==> src/rtl/axi_mock_cu_bank.sv <==
// axi_mock_cu_bank: AXI4-Lite slave exposing one mock compute-unit register set per device.
// Each set holds a CONTROL word (busy / read count / write count), a STATUS byte,
// a sticky command-seen EVENT register with a saturating command counter, and an IRQ enable.
module axi_mock_cu_bank #(
   parameter int NUM_DEVICES = 2,
   parameter int ADDR_WIDTH  = 8
) (
   input  logic                     clk,
   input  logic                     reset,
   input  logic                     s_axi_arvalid,
   output logic                     s_axi_arready,
   input  logic [ADDR_WIDTH-1:0]    s_axi_araddr,
   output logic                     s_axi_rvalid,
   input  logic                     s_axi_rready,
   output logic [31:0]              s_axi_rdata,
   output logic [1:0]               s_axi_rresp,
   input  logic                     s_axi_awvalid,
   output logic                     s_axi_awready,
   input  logic [ADDR_WIDTH-1:0]    s_axi_awaddr,
   input  logic                     s_axi_wvalid,
   output logic                     s_axi_wready,
   input  logic [31:0]              s_axi_wdata,
   input  logic [3:0]               s_axi_wstrb,
   output logic                     s_axi_bvalid,
   input  logic                     s_axi_bready,
   output logic [1:0]               s_axi_bresp,
   output logic [NUM_DEVICES-1:0]   mock_busy,
   output logic [8*NUM_DEVICES-1:0] mock_read_count,
   output logic [8*NUM_DEVICES-1:0] mock_write_count,
   output logic [8*NUM_DEVICES-1:0] mock_status,
   input  logic [NUM_DEVICES-1:0]   cu_command_seen,
   output logic                     irq
);

   localparam int DEV_W = ADDR_WIDTH - 4;
   // One extra bit so NUM_DEVICES itself is representable even when it fills the device field.
   localparam logic [DEV_W:0] NUM_DEV_EXT = (DEV_W+1)'(NUM_DEVICES);
   localparam logic [1:0] RESP_OKAY   = 2'b00;
   localparam logic [1:0] RESP_SLVERR = 2'b10;

   // Read channel state
   logic        arready_q, arready_d;
   logic        rvalid_q, rvalid_d;
   logic [31:0] rdata_q, rdata_d;
   logic [1:0]  rresp_q, rresp_d;

   // Write channel state; captured address drops the ignored byte-offset bits
   logic                  awready_q, awready_d;
   logic                  wready_q, wready_d;
   logic                  aw_held_q, aw_held_d;
   logic                  w_held_q, w_held_d;
   logic [ADDR_WIDTH-3:0] aw_addr_q, aw_addr_d;
   logic [31:0]           w_data_q, w_data_d;
   logic [3:0]            w_strb_q, w_strb_d;
   logic                  bvalid_q, bvalid_d;
   logic [1:0]            bresp_q, bresp_d;
   logic                  irq_q, irq_d;

   logic                  ar_hs, r_hs, aw_hs, w_hs, b_hs;
   logic                  ar_ok, wr_ok, wr_fire;
   logic [DEV_W-1:0]      ar_dev, wr_dev;
   logic [1:0]            ar_off, wr_off;
   logic [ADDR_WIDTH-3:0] wr_addr;
   logic [31:0]           wr_data;
   logic [3:0]            wr_strb;
   logic [31:0]           rd_word;
   logic [128*NUM_DEVICES-1:0] reg_rd_flat;
   logic [NUM_DEVICES-1:0]     irq_src;
   logic                  unused_bits;

   assign ar_hs = s_axi_arvalid & arready_q;
   assign r_hs  = rvalid_q & s_axi_rready;
   assign aw_hs = s_axi_awvalid & awready_q;
   assign w_hs  = s_axi_wvalid & wready_q;
   assign b_hs  = bvalid_q & s_axi_bready;

   assign ar_dev = s_axi_araddr[ADDR_WIDTH-1:4];
   assign ar_off = s_axi_araddr[3:2];
   assign ar_ok  = {1'b0, ar_dev} < NUM_DEV_EXT;

   // A channel accepted this very cycle counts as held, so the update fires on the
   // same edge that completes the pair.
   assign wr_addr = aw_held_q ? aw_addr_q : s_axi_awaddr[ADDR_WIDTH-1:2];
   assign wr_data = w_held_q ? w_data_q : s_axi_wdata;
   assign wr_strb = w_held_q ? w_strb_q : s_axi_wstrb;
   assign wr_dev  = wr_addr[ADDR_WIDTH-3:2];
   assign wr_off  = wr_addr[1:0];
   assign wr_ok   = {1'b0, wr_dev} < NUM_DEV_EXT;
   assign wr_fire = (aw_held_q | aw_hs) & (w_held_q | w_hs) & ~bvalid_q;

   assign unused_bits = &{1'b0, s_axi_araddr[1:0], s_axi_awaddr[1:0], wr_data};

   // Read mux over the current (pre-write) register contents
   always_comb begin
      rd_word = '0;
      for (int d = 0; d < NUM_DEVICES; d++) begin
         if (ar_dev == DEV_W'(d)) begin
            rd_word = reg_rd_flat[128*d + 32*int'(ar_off) +: 32];
         end
      end
   end

   // AXI handshake bookkeeping and response generation
   always_comb begin
      arready_d = arready_q;
      rvalid_d  = rvalid_q;
      rdata_d   = rdata_q;
      rresp_d   = rresp_q;
      awready_d = awready_q;
      wready_d  = wready_q;
      aw_held_d = aw_held_q;
      w_held_d  = w_held_q;
      aw_addr_d = aw_addr_q;
      w_data_d  = w_data_q;
      w_strb_d  = w_strb_q;
      bvalid_d  = bvalid_q;
      bresp_d   = bresp_q;
      irq_d     = |irq_src;

      if (ar_hs) begin
         arready_d = 1'b0;
         rvalid_d  = 1'b1;
         rdata_d   = ar_ok ? rd_word : 32'h0;
         rresp_d   = ar_ok ? RESP_OKAY : RESP_SLVERR;
      end else if (r_hs) begin
         arready_d = 1'b1;
         rvalid_d  = 1'b0;
      end

      if (aw_hs) begin
         awready_d = 1'b0;
         aw_held_d = 1'b1;
         aw_addr_d = s_axi_awaddr[ADDR_WIDTH-1:2];
      end
      if (w_hs) begin
         wready_d = 1'b0;
         w_held_d = 1'b1;
         w_data_d = s_axi_wdata;
         w_strb_d = s_axi_wstrb;
      end

      if (wr_fire) begin
         aw_held_d = 1'b0;
         w_held_d  = 1'b0;
         bvalid_d  = 1'b1;
         bresp_d   = wr_ok ? RESP_OKAY : RESP_SLVERR;
      end else if (b_hs) begin
         bvalid_d  = 1'b0;
         awready_d = 1'b1;
         wready_d  = 1'b1;
      end
   end

   // Channel registers; reset drops any half-captured write and pending responses
   always_ff @(posedge clk) begin
      if (reset) begin
         arready_q <= 1'b1;
         rvalid_q  <= 1'b0;
         rdata_q   <= '0;
         rresp_q   <= '0;
         awready_q <= 1'b1;
         wready_q  <= 1'b1;
         aw_held_q <= 1'b0;
         w_held_q  <= 1'b0;
         aw_addr_q <= '0;
         w_data_q  <= '0;
         w_strb_q  <= '0;
         bvalid_q  <= 1'b0;
         bresp_q   <= '0;
         irq_q     <= 1'b0;
      end else begin
         arready_q <= arready_d;
         rvalid_q  <= rvalid_d;
         rdata_q   <= rdata_d;
         rresp_q   <= rresp_d;
         awready_q <= awready_d;
         wready_q  <= wready_d;
         aw_held_q <= aw_held_d;
         w_held_q  <= w_held_d;
         aw_addr_q <= aw_addr_d;
         w_data_q  <= w_data_d;
         w_strb_q  <= w_strb_d;
         bvalid_q  <= bvalid_d;
         bresp_q   <= bresp_d;
         irq_q     <= irq_d;
      end
   end

   assign s_axi_arready = arready_q;
   assign s_axi_rvalid  = rvalid_q;
   assign s_axi_rdata   = rdata_q;
   assign s_axi_rresp   = rresp_q;
   assign s_axi_awready = awready_q;
   assign s_axi_wready  = wready_q;
   assign s_axi_bvalid  = bvalid_q;
   assign s_axi_bresp   = bresp_q;
   assign irq           = irq_q;

   generate
      for (genvar gi = 0; gi < NUM_DEVICES; gi++) begin : g_dev
         logic       busy_q, busy_d;
         logic       irq_en_q, irq_en_d;
         logic       sticky_q, sticky_d;
         logic [7:0] rd_cnt_q, rd_cnt_d;
         logic [7:0] wr_cnt_q, wr_cnt_d;
         logic [7:0] status_q, status_d;
         logic [7:0] cmd_cnt_q, cmd_cnt_d;
         logic [7:0] cnt_base;
         logic       sel, clr_sticky, clr_count;

         assign sel = wr_fire & wr_ok & (wr_dev == DEV_W'(gi));

         // Byte-lane register writes, then EVENT clears overridden by a same-cycle command pulse
         always_comb begin
            busy_d     = busy_q;
            rd_cnt_d   = rd_cnt_q;
            wr_cnt_d   = wr_cnt_q;
            status_d   = status_q;
            irq_en_d   = irq_en_q;
            clr_sticky = 1'b0;
            clr_count  = 1'b0;
            if (sel) begin
               case (wr_off)
                  2'd0: begin
                     if (wr_strb[0]) busy_d   = wr_data[1];
                     if (wr_strb[1]) rd_cnt_d = wr_data[15:8];
                     if (wr_strb[2]) wr_cnt_d = wr_data[23:16];
                  end
                  2'd1: if (wr_strb[0]) status_d = wr_data[7:0];
                  2'd2: begin
                     clr_sticky = wr_strb[0] & wr_data[0];
                     clr_count  = wr_strb[3] & wr_data[31];
                  end
                  default: if (wr_strb[0]) irq_en_d = wr_data[0];
               endcase
            end
            cnt_base  = clr_count ? 8'h00 : cmd_cnt_q;
            cmd_cnt_d = cnt_base;
            sticky_d  = clr_sticky ? 1'b0 : sticky_q;
            if (cu_command_seen[gi]) begin
               sticky_d = 1'b1;
               if (cnt_base != 8'hFF) cmd_cnt_d = cnt_base + 8'd1;
            end
         end

         // Per-device register file
         always_ff @(posedge clk) begin
            if (reset) begin
               busy_q    <= 1'b0;
               rd_cnt_q  <= '0;
               wr_cnt_q  <= '0;
               status_q  <= '0;
               irq_en_q  <= 1'b0;
               sticky_q  <= 1'b0;
               cmd_cnt_q <= '0;
            end else begin
               busy_q    <= busy_d;
               rd_cnt_q  <= rd_cnt_d;
               wr_cnt_q  <= wr_cnt_d;
               status_q  <= status_d;
               irq_en_q  <= irq_en_d;
               sticky_q  <= sticky_d;
               cmd_cnt_q <= cmd_cnt_d;
            end
         end

         assign reg_rd_flat[128*gi      +: 32] = {8'h00, wr_cnt_q, rd_cnt_q, 6'b0, busy_q, 1'b0};
         assign reg_rd_flat[128*gi + 32 +: 32] = {24'h0, status_q};
         assign reg_rd_flat[128*gi + 64 +: 32] = {16'h0, cmd_cnt_q, 7'h0, sticky_q};
         assign reg_rd_flat[128*gi + 96 +: 32] = {31'h0, irq_en_q};

         assign mock_busy[gi]              = busy_q;
         assign mock_read_count[8*gi +: 8]  = rd_cnt_q;
         assign mock_write_count[8*gi +: 8] = wr_cnt_q;
         assign mock_status[8*gi +: 8]      = status_q;
         assign irq_src[gi]                 = sticky_q & irq_en_q;
      end
   endgenerate

endmodule
==> config.mk <==
export PLATFORM = sky130hd
export DESIGN_NAME = axi_mock_cu_bank
export DESIGN_NICKNAME = d
export VERILOG_FILES = /design/src/rtl/axi_mock_cu_bank.sv
export SDC_FILE = /design/constraint.sdc
export NUM_CORES = 1
export LEC_CHECK = 0
export CORE_MARGIN = 3
export CORE_UTILIZATION = 35
export DETAILED_ROUTE_END_ITERATION = 8
export PLACE_DENSITY_LB_ADDON = 0.25
export SLEW_MARGIN = 10
export SYNTH_ARGS = -nofsm -noshare
export SYNTH_HDL_FRONTEND = slang
export SYNTH_SLANG_ARGS = --single-unit
==> constraint.sdc <==
create_clock -name clk -period 7.45 [get_ports clk]
set_input_delay 0.745 -clock clk [delete_from_list [all_inputs] [get_ports clk]]
set_output_delay 0.745 -clock clk [all_outputs]
set_load 0.02 [all_outputs]
==> results of run 1 <==
-- path summary, 6_finish.rpt --
check | cells after the start | to | slack (ps)
worst min-delay path | 2 | w_data_q[15]$_SDFFE_PP0P_ | 450
worst max-delay path | 5 | g_dev[0].rd_cnt_q[3]$_SDFFE_PP0P_ | 4040
worst max register to register | 4 | g_dev[0].rd_cnt_q[3]$_SDFFE_PP0P_ | 4090
worst min register to register | 2 | w_data_q[15]$_SDFFE_PP0P_ | 450
-- kinds of logic (layout without fill, tap and decap cells) --
kind of cell / count (synthesis) / count (layout)
DFF: 139 / 139
buffers and inverters: 60 / 176
muxes: 108 / 108
other: 1 / 10
xor gates and xnor gates: 2 / 2
and+or+nand+nor: 257 / 257
AOI/OAI and AO/OA: 104 / 104
-- metrics by stage --
step	std cells	worst slack, ps
2_1_floorplan	680	4780
3_3_place_gp	990	3700
3_5_place_dp	990	3630
4_1_cts	1021	4060
5_1_grt	1021	3880
6_report	1021	4040
-- critical path, stage by stage --
cell	delay, ps
clkdlybuf4s50_1	430
or4_1	600
a2111oi_4	1000
nand3_2	510
mux2_2	420
-- flip-flops by register name (all words and copies together), names as in the netlist, 4 cells and up --
| signal | flops |
|---|---|
| aw_addr_q | 6 |
| g_dev.cmd_cnt_q | 16 |
| g_dev.rd_cnt_q | 16 |
| g_dev.status_q | 16 |
| g_dev.wr_cnt_q | 16 |
| s_axi_rdata | 24 |
| w_data_q | 25 |
| w_strb_q | 4 |
-- synthesized netlist by cell type, drive strengths merged (3+ instances only) --
cell / number
a22oi: 24
or3: 3
clkbuf: 29
a31oi: 8
a31o: 3
nand2: 86
nand3b: 4
mux2i: 37
nor3b: 3
mux4: 10
nand3: 22
a21oi: 52
nor2b: 45
and4: 3
nor3: 10
a211oi: 4
nand4: 3
o21ai: 3
and3: 5
inv: 8
dfxtp: 139
buf: 23
mux2: 61
nor2: 60
-- power by group through the flow --
stage,clock [uW],combinational (uW),sequential (uW)
finish,870,161,786
global route,922,177,789
CTS,893,162,786
detailed placement,0,161,802
global placement,0,158,800
floorplan,0,105,794
-- layer usage --
metal	vias up	share of wire	global-route usage
met5	-	0	0
met4	0	0.0090	0.0495
met3	15	0.061	0.0550
met2	134	0.49	0.299
met1	2531	0.44	0.214
li1	2570	-	-
-- area by class of cell --
cell class	instances	area, um^2
timing repair buffer	137	1350
clock inverter	8	143
inverter	8	30.0
fill	1630	9140
sequential	139	2780
multi-input combinational	481	3290
tap	225	282
clock buffer	23	458
==> flow_summary.ini, run 1 <==
[run_status]
status = completed

[yosys]
synth_compound_area_frac = 0.107
avgSynthCellArea_um2 = 9.39
synth-simple-area-share = 0.202
synth_top_family_by_area = multiplexers
synth-seq-cells = 139
synth.top_cell.area_share = 0.441
synth_xor_area_frac = 0.00278
synth_area_leader_cell = dfxtp_1
synth_fa_ha_area_frac = 0
synth_ff_type = dfxtp_1
yosys_warnings = 0
ys_seq_area_frac = 0.441
synthMuxAreaShare = 0.203
synth_cell_types = 45
async_reset_ff_frac = 0
synth_area_leaders = dfxtp_1 (44%), mux2_2 (11%), mux2i_1 (5.9%), nand2_1 (5.1%), nor2b_1 (4.5%)
synth-edff-count = 0
synth_cells = 671
synth_area_mm2 = 0.00630

[sta]
fmax_mhz = 294
finalHoldViolations = 0
whs_ps = 454
setup_viol = 0
clock_skew_ps = 7.24
max_slew_margin = 0.211
worst_pin_slew_ps = 1180
fin_crit_sh = 0.457
min_period_ps = 3410
slew_viol_final = 0
rsz0062_at_grt = no
fin_setup_tns_ps = 0

[power_and_ir_drop]
seqPwrFrac = 0.432
power_density_mw_per_mm2 = 218
leakagePower_uw = 0.00315
pwr-share-clk = 0.479
p_sw_frac = 0.231
vdd_ir_drop_max_mv = 0.156
internal-power_uw = 1400
switchingPower_uw = 419
finalPower_uw = 1820
power_frac_comb = 0.089

[floorplan]
placement_rows = 48
die_width_um = 140
io-pin-count = 153
start_util = 0.361
dieArea_mm2 = 0.0197
die_h_um = 140
core_area_mm2 = 0.0175

[route]
vias = 5250
drtIter0Drc = 269
post_drt_via_cell_ratio = 5.14
remaining_drc_errors = 0
drt-total-wl_um = 17400
drtPass1Iterations = 5
ant_nets = 0
wl_per_cell_um = 17.0

[global_routing]
antenna_found_initial = 0
grt_max_degree = 70
grt_pass1_wl_um = 27600
grt_use_total = 0.175
grt_pass1_vias = 5178
gr-total-overflow = 0

[worst_setup_path]
r2r_start = aw_held_q$_SDFFE_PP0P_
start_kind = primary input
cp_max_fo = 18
cp-startpoint = s_axi_awaddr[7]
setup.worst_path.end_class = flop
crit_arrival_ps = 3710
worst-setup-path-type = primary input to flop
crit_required_ps = 7750

[clock_network]
clockRootBuffer = clkbuf_16
clock_path_buffers = 2
cts_resized = 0
clk_pin_slew_ps = 60
cts_buffers = 17
cts_setup_buffers = 0
h-tree-depth = 4
clk-insertion-delay-late_ps = 420
cts_sinks = 139
ctsHoldBuffers = 0
cts_tree = yes

[cells_and_area]
mostFrequentLayoutCells = dfxtp_1 (138), clkdlybuf4s50_1 (130), nand2_1 (86), mux2_2 (61), nor2_1 (60)
drive_above_1_share = 0.152
final_common_cell = dfxtp_1
final_area_mm2 = 0.00834
diodes = 0
layout.nets = 845
fin_util = 0.477
syn2layout_area_growth_pct = 32.3

[hold_path]
hold_class = flop to flop
holdCritStartpoint = w_data_q[15]$_SDFFE_PP0P_

[job]
cap_violations = 0

[placed_design]
place_congestion = 0.780
port_buffers = 131
placed_cell_area_mm2 = 0.00774
hpwlAfterDp_um = 12000
Power figures use the tool's default switching activity.
==> run 2: changes to the inputs <==
==> constraint.sdc (replaced) <==
create_clock -name clk -period 3.1 [get_ports clk]
set_input_delay 0.31 -clock clk [delete_from_list [all_inputs] [get_ports clk]]
set_output_delay 0.31 -clock clk [all_outputs]
set_load 0.02 [all_outputs]
==> flow_summary.ini, run 2 (synthesis results as in run 1) <==
[clock_network]
cts_sinks = 139
ctsHoldBuffers = 0
cts_setup_buffers = 0
cts_resized = 0
h-tree-depth = 4
clk_pin_slew_ps = 60
clockRootBuffer = clkbuf_16
cts_buffers = 17
clk-insertion-delay-late_ps = 430
clock_path_buffers = 2
cts_tree = yes

[cells_and_area]
largest-register = w_data_q
syn2layout_area_growth_pct = 33.9
mostFrequentLayoutCells = dfxtp_1 (138), clkdlybuf4s50_1 (130), nand2_1 (86), mux2_2 (61), nor2_1 (60)
final_common_cell = dfxtp_1
layout.nets = 853
drive_above_1_share = 0.165
fin_util = 0.483
layout.cells.non_filler = 1030
diodes = 0
largest_reg_flops = 25
fill_cells = 1608

[placed_design]
placed_cells = 998
port_buffers = 131
place_congestion = 0.786
pre_cts_slack_ps = 371
hpwlAfterDp_um = 12300

[worst_setup_path]
setup.worst_path.end_class = flop
worst-setup-path-type = flop to flop
crit_arrival_ps = 3030
cp_max_fo = 18
start_kind = flop
crit_required_ps = 3410

[floorplan]
die_width_um = 140
placement_rows = 48
die_h_um = 140
io-pin-count = 153
core_area_mm2 = 0.0175
start_util = 0.361
dieArea_mm2 = 0.0197

[global_routing]
grt_use_total = 0.179
gr-total-overflow = 0
grt_pass1_wl_um = 27900
antenna_found_initial = 0
grt_use_met2 = 0.300
grt_pass1_vias = 5274
met3_usage = 0.0522
grt_busiest_layer = met2
met1_usage = 0.223
grt_max_degree = 71

[sta]
fin_setup_tns_ps = 0
setup_viol = 0
whs_ps = 414
fin_crit_sh = 0.876
fmax_mhz = 368
clock_skew_ps = 9.96
rsz0062_at_grt = no
worst_pin_slew_ps = 784
max_slew_margin = 0.476
fin_ws_ps = 386
finalHoldViolations = 0
slew_viol_final = 0
min_period_ps = 2710

[route]
post_drt_via_cell_ratio = 5.14
drtPass1Iterations = 5
vias = 5293
drt-total-wl_um = 17500
drtIter0Drc = 339
wl_per_cell_um = 17.0
ant_nets = 0
remaining_drc_errors = 0

[power_and_ir_drop]
vdd_ir_drop_max_mv = 0.384
leakagePower_uw = 0.00321
power_density_mw_per_mm2 = 532

[run_status]
status = completed

[job]
cap_violations = 0

[hold_path]
hold_class = primary input to flop
## run 2: cell types whose count changed in the layout (fill, tap and decap cells not counted)
cell	change
clkinv_2	+2
clkbuf_1	-3
buf_12	+1
clkinvlp_4	+1
bufinv_16	+1
clkbuf_8	-1
buf_4	+7
clkinv_4	+1
## run 2: layer usage
metal  part of all wire  vias to the layer above
li1                   -                     2582
met4              0.015                        0
met5                  0                        -
met2               0.47                      133
met1               0.46                     2559
met3              0.054                       19
## run 2: layout make-up
type                    instances  area (um^2)  share of cell area
clock buffers                  19          433              0.0513
clock inverters                13          199              0.0236
inverters                       8         30.0             0.00356
multi-input cells             481         3290               0.389
flip-flops and latches        139         2780               0.330
well taps                     225          282              0.0334
repair buffers                145         1430               0.169
## run 2: power by group
group,switching (uW),total [uW],internal (uW)
Sequential,48.0,1880,1830
Clock,782,2200,1420
Combinational,230,407,177
Total,1060,4490,3430
## run 2: worst max-delay path, stage by stage (launching register included)
cell and delay (ps):
dfxtp_1 580, or4b_2 690, a2111oi_4 370, buf_4 300, nand3_2 300, mux2_2 360
## run 2: stage by stage
step	cell area, um^2	power, uW
after global placement	7810	2320
after global routing	8440	4650
after CTS	8440	4530
after floorplan	6340	2160
final	8440	4490
after detailed placement	7810	2330
## run 2: worst paths after layout
path                        startpoint                           endpoint  slack, ps  depth (start not counted)
max             aw_held_q$_SDFFE_PP0P_  g_dev[1].rd_cnt_q[6]$_SDFFE_PP0P_        390                          5
min                              reset        s_axi_rdata[4]$_SDFFE_PP0P_        410                          2
max reg2reg     aw_held_q$_SDFFE_PP0P_  g_dev[1].rd_cnt_q[6]$_SDFFE_PP0P_        390                          5
min reg2reg  aw_addr_q[3]$_SDFFE_PP0P_          aw_addr_q[3]$_SDFFE_PP0P_        450                          2
